==> src/rtl/uart_rx_ctrl.sv <==
// uart_rx_ctrl: UART receiver paired with a shared baud generator.
// Frames are LSB first with one stop bit; received bytes use a valid/read handshake.
`timescale 1ns/1ps
module uart_rx_ctrl #(
    parameter int DATA_BITS = 8
) (
    input  logic                 clk,
    input  logic                 rst_n,
    input  logic                 rs232_rx,
    input  logic                 clk_bps,
    input  logic                 rx_rd,
    output logic                 bps_start,
    output logic [DATA_BITS-1:0] rx_data,
    output logic                 rx_valid,
    output logic                 frame_err,
    output logic                 overrun
);

    localparam int CW = (DATA_BITS > 1) ? $clog2(DATA_BITS) : 1;
    localparam logic [CW-1:0] LAST = CW'(DATA_BITS - 1);

    typedef enum logic [1:0] {
        IDLE,
        START,
        DATA,
        STOP
    } state_t;

    state_t               state;
    logic                 rx_meta;
    logic                 rx_s;
    logic                 rx_d;
    logic                 rx_fall;
    logic [CW-1:0]        bit_cnt;
    logic [DATA_BITS-1:0] rx_data_sh;

    // Two-flop synchronizer plus a delayed copy for edge detection
    always_ff @(posedge clk or negedge rst_n) begin
        if (!rst_n) begin
            rx_meta <= 1'b1;
            rx_s    <= 1'b1;
            rx_d    <= 1'b1;
        end else begin
            rx_meta <= rs232_rx;
            rx_s    <= rx_meta;
            rx_d    <= rx_s;
        end
    end

    assign rx_fall = ~rx_s & rx_d;

    // Frame FSM; all outputs registered, pulses default low each clock
    always_ff @(posedge clk or negedge rst_n) begin
        if (!rst_n) begin
            state      <= IDLE;
            bps_start  <= 1'b0;
            bit_cnt    <= '0;
            rx_data_sh <= '0;
            rx_data    <= '0;
            rx_valid   <= 1'b0;
            frame_err  <= 1'b0;
            overrun    <= 1'b0;
        end else begin
            frame_err <= 1'b0;
            overrun   <= 1'b0;
            if (rx_rd && rx_valid) begin
                rx_valid <= 1'b0;
            end
            unique case (state)
                IDLE: begin
                    if (rx_fall) begin
                        state     <= START;
                        bps_start <= 1'b1;
                    end
                end
                START: begin
                    if (clk_bps) begin
                        if (!rx_s) begin
                            state   <= DATA;
                            bit_cnt <= '0;
                        end else begin
                            state     <= IDLE;
                            bps_start <= 1'b0;
                        end
                    end
                end
                DATA: begin
                    if (clk_bps) begin
                        rx_data_sh[bit_cnt] <= rx_s;
                        if (bit_cnt == LAST) begin
                            state   <= STOP;
                            bit_cnt <= '0;
                        end else begin
                            bit_cnt <= bit_cnt + CW'(1);
                        end
                    end
                end
                STOP: begin
                    if (clk_bps) begin
                        state     <= IDLE;
                        bps_start <= 1'b0;
                        if (rx_s) begin
                            rx_data  <= rx_data_sh;
                            rx_valid <= 1'b1;
                            overrun  <= rx_valid & ~rx_rd;
                        end else begin
                            frame_err <= 1'b1;
                        end
                    end
                end
                default: begin
                    state     <= IDLE;
                    bps_start <= 1'b0;
                end
            endcase
        end
    end

endmodule
==> config.mk <==
export PLATFORM = sky130hd
export DESIGN_NAME = uart_rx_ctrl
export DESIGN_NICKNAME = d
export VERILOG_FILES = /design/src/rtl/uart_rx_ctrl.sv
export SDC_FILE = /design/constraint.sdc
export NUM_CORES = 1
export LEC_CHECK = 0
export CORE_ASPECT_RATIO = 1.5
export CORE_MARGIN = 2
export CORE_UTILIZATION = 57
export DETAILED_ROUTE_END_ITERATION = 6
export PLACE_DENSITY = 0.82
export SETUP_SLACK_MARGIN = 0.02
export SYNTH_ARGS = -nofsm -noshare
export SYNTH_HDL_FRONTEND = slang
export SYNTH_SLANG_ARGS = --single-unit
==> constraint.sdc <==
create_clock -name clk -period 2.1 [get_ports clk]
set_input_delay 0.42 -clock clk [delete_from_list [all_inputs] [get_ports clk]]
set_output_delay 0.42 -clock clk [all_outputs]
set_load 0.01 [all_outputs]
# Word level (Yosys, flattened, before mapping)
# Cells that the tools add are included.
# word_totals
n_memories,0
output_inout_bits,12
input_bits,5
romBits,0
latchBits,0
regBits,28
elab_cells,69
mem_bits_rw,0
# classes
shifts,0
n_reduce_logical,10
mux,30
order_cmp,2
div_mod_pow,0
mul,0
addsub,1
bitwise_logic,4
n_eq_ne,11
# ops
cell,count
$mux W1,15
$ne A2 B2 Y1 const B,7
$mux W2,6
$mux W3,4
$reduce_and A5 Y1,2
$bwmux W8,1
$pmux W2 S4,1
$pmux W3 S2,1
$eq A2 B2 Y1 const B,2
$lt A3 B4 Y1 const B,1
$reduce_and A4 Y1,1
$add A3 B1 Y3 const B,1
$demux W1 S3,1
$eq A3 B3 Y1 const B,1
$ge A3 B1 Y1 const B,1
$pmux W1 S3,1
$reduce_and A3 Y1,1
$reduce_bool A3 Y1,1
$and A1 B1 Y1,2
$eq A2 B1 Y1 const B,1
$logic_and A1 B1 Y1,2
$logic_not A2 Y1,1
$not A1 Y1,2
$reduce_and A2 Y1,1
$reduce_bool A2 Y1,1

# Depth between registers and ports, before layout
# depth
depth_word,5
ltp_mapped,4
ltp_nobuf,4

# Worst setup path after synthesis
# Ideal clock, no wire load.
# synth_path
kind,input to register
startpoint,input port clk_bps
endpoint,register rx_data_sh[2]
arrival_time_ns,1.241
slack_ns,0.732
setup_time_ns,0.128
path_buffers,1
required_time_ns,1.972
stages,4
cell_sequence,buf_6 -> nand3b_4 -> nor4b_2 -> mux2_1
# synth_between
elab_chain_len,1
# synth_lines
element,line_no,source
start: declaration,10,"input logic clk_bps,"
$reduce_and A2 Y1 (no source line),-,
end signal: indexed assignment,89,rx_data_sh[bit_cnt] <= rx_s;
end: declaration,35,logic [DATA_BITS-1:0] rx_data_sh;
# No other way between the ends.
# A chain may end at the register's enable or synchronous reset.

# Worst setup path in the final report
# layout_path
startpoint,register rx_data[1]
endpoint,output port rx_data[1]
# layout_lines
element,line_no,source
start: declaration,13,"output logic [DATA_BITS-1:0] rx_data,"
start signal: assignment,103,rx_data <= rx_data_sh;
# No word-level cell between the ends.

==> key figures <==
Run status
  • Outcome: finished clean

Die
  • Core Region: 0.00218 sq mm
  • Die W: 42.6 microns
  • Initial core utilization: around three fifths
  • FP Rows: 21
  • Die ar.: about 0.0026 sq mm
  • Die H: 61.9 microns
  • I/O Pins: 17

Final layout
  • Top Registers: rx_data (8), rx_data_sh (8), bit_cnt (3)
  • ANT cells: 0
  • Area Growth Syn to Fin: 17.6%
  • Nets@finish: 114
  • Layout cells sized above 1: between 20 and 30%
  • Post-route cell area: 0.00150 sq mm
  • Non-filler cells, final: about 130

Route
  • DRT Pass-1 Iters: 4
  • Routed len/inst: 16.1 microns
  • Initial DRC count: 12
  • DR vias/cell: about 5.7
  • Post-detailed-route count of antenna-violating nets: 0
  • Routed WL: between 2000 and 2500 microns
  • DRC: 0
  • DR vias: between 700 and 800

Run
  • MaxCap Viol Count: 0

Clock network
  • Clock Pin Slew Worst Setup and Hold Paths: about 0.15 ns
  • Depth of the CTS H-tree: 1
  • Clock latency on the worst-skew pair: between 0.3 and 0.4 ns
  • Postcts setup bufs: 0
  • TritonCTS clock tree: done
  • Clock root buffer: clkbuf_4
  • CTS buffer count: 3
  • TritonCTS Sinks: 28
  • Post-CTS Resized: 0
  • Hold buffer count at CTS: 0
  • Clk buf depth: 2

Global route
  • Vias in the first global route: 769
  • GRT Resource Usage Total: 18.2%
  • Pin count of the biggest net entering global routing: 17
  • Initial antenna violation count: 0
  • Overflow after GRT: 0
  • First-pass GRT wire length: 3590 microns

Placement
  • Hpwl dp: 1590 microns
  • Number of port buffers: 16
  • Placer Congestion: 0.788
  • Placed cell area: about 0.0014 sq mm
  • Placed insts: ~130

Worst setup path
  • Number of buffers and inverters on the critical path: 1
  • Crit path max-delay cell type: clkdlybuf4s50_1
  • CP cell instances: clkdlybuf4s50_1
  • Maximum fanout along the worst path: 2
  • Crit-path leading delay family: buffers and inverters
  • Req. time, crit path: approximately 1.7 ns
  • Setup CP Type: reg -> out
  • Setup slack, reg-to-reg: 0.49 ns
  • Critical Path AT: 1.27 ns
  • CP max stage delay: 0.55 ns
  • FF-to-FF path depth: 3
  • Startpoint types: register
  • Worst Setup End Kind: primary output
  • R2r endpoint: rx_data_sh[2]

Timing
  • Final Cycle Share: roughly 80%
  • Setup-failing EPs final: 0
  • Worst slew pin tran: roughly 0.44 ns
  • RSZ-0062 raised after global routing: no
  • Final hold viol count: 0
  • FMAX: between 500 and 600 MHz
  • Slew Limit Fails: 0
  • Setup TNS: 0 ns
  • Min cycle time layout: 1.69 ns
  • Final Skew: ~0.0033 ns
  • Normalized max-slew margin: between 70 and 80%

Logic synthesis
  • Seq/Total Area, Yosys: 55.4%
  • #FFs+latches synth: 28
  • Post-Syn Area per Cell: about 14 sq um
  • Warnings from Yosys: 0
  • Post-synth EDFFs: 0
  • Post-Synthesis Cells: 89
  • Syn Nets: 96
  • Top_reg_cell synth: dfrtp_1
  • Syn Std Cell Area: between 0.001 and 0.0015 sq mm
  • Fraction of registers with async set or reset after synthesis: 100%
  • Post-synth cell types: 30

Power and ir drop
  • Peak supply drop: ~0.66 mV
  • Pleak: 0.707 nW
  • Power Density: between 1000 and 1500 mW/mm^2

Worst hold path
  • Worst min path class: in -> async
## routing by layer
layer	share of wire, %	GRT usage (%)	vias to the layer above
met1	40	21.9	364
met3	2.7	2.02	2
met5	0	0	-
li1	-	-	355
met2	56	33.8	16
met4	0.87	6.70	0
## cell usage after synthesis, types with 2 or more instances
library cell	count	area, sq um
buf_2	2	10.0
dfrtp_1	25	626
o21ai_0	4	20.0
nor2_1	3	11.3
nor4b_2	2	30.0
buf_4	2	15.0
dfstp_2	3	78.8
nor3b_2	2	25.0
mux2_4	8	120
mux2_2	3	33.8
nand2_1	6	22.5
a21oi_1	4	20.0
mux2_1	6	67.6
o22ai_1	2	12.5
ha_1	2	25.0
## layout by cell type (no fill, tap or decap), types with 2 or more instances in the layout
cell type,n
a21oi_1,4
clkdlybuf4s50_1,16
buf_4,3
nor2_1,3
o22ai_1,2
o21ai_0,4
nor4b_2,2
nand2_1,6
dfstp_2,3
mux2_1,6
mux2_4,8
nor3b_2,2
mux2_2,3
dfrtp_1,25
ha_1,2
clkbuf_4,3
## logic make-up (layout without fill, tap and decap cells)
family / count (synthesis) / in the layout / synth area share, %
AND/OR/NAND/NOR: 23 / 23 / 16.1
AO/OA/AOI/OAI: 13 / 13 / 6.00
buffers and inverters: 6 / 23 / 3.15
flip-flops: 28 / 28 / 55.4
multiplexers: 17 / 17 / 17.4
adder cells (fa/ha/maj): 2 / 2 / 1.97
## cell type report
class / count / area, sq um
Multi-Input combinational cell: 55 / 528
Fill cell: 165 / 684
Timing Repair Buffer: 19 / 183
Tap cell: 23 / 28.8
Clock buffer: 3 / 22.5
Sequential cell: 28 / 704
Clock inverter: 1 / 30.0
## worst max-delay path by stage
stage	depth (start not counted)	slack [ns]	start	end
after floorplan	4	0.73	clk_bps	rx_data_sh[2]
after global placement	4	0.15	clk_bps	rx_data_sh[0]
after detailed placement	4	0.1	clk_bps	rx_data_sh[0]
after CTS	1	0.39	rx_data[1]	rx_data[1]
after global routing	1	0.36	rx_data[1]	rx_data[1]
final	1	0.41	rx_data[1]	rx_data[1]
## report_power, final
group          internal [mW]  switching (mW)
Combinational          0.316           0.175
Clock                  0.193           0.157
Sequential             0.700           0.200
Total                   1.21           0.531
## per-stage QoR
stage,utilization [%],power [mW],hold WS [ns],setup slack [ns]
floorplan,-,1.22,0.124,0.732
global placement,66.2,1.38,0.347,0.155
detailed placement,66.2,1.41,0.352,0.0998
CTS,68.6,1.76,0.372,0.395
global route,68.6,1.85,0.376,0.359
finish,68.6,1.74,0.370,0.414
No activity file was read; power rests on OpenSTA's default activity.
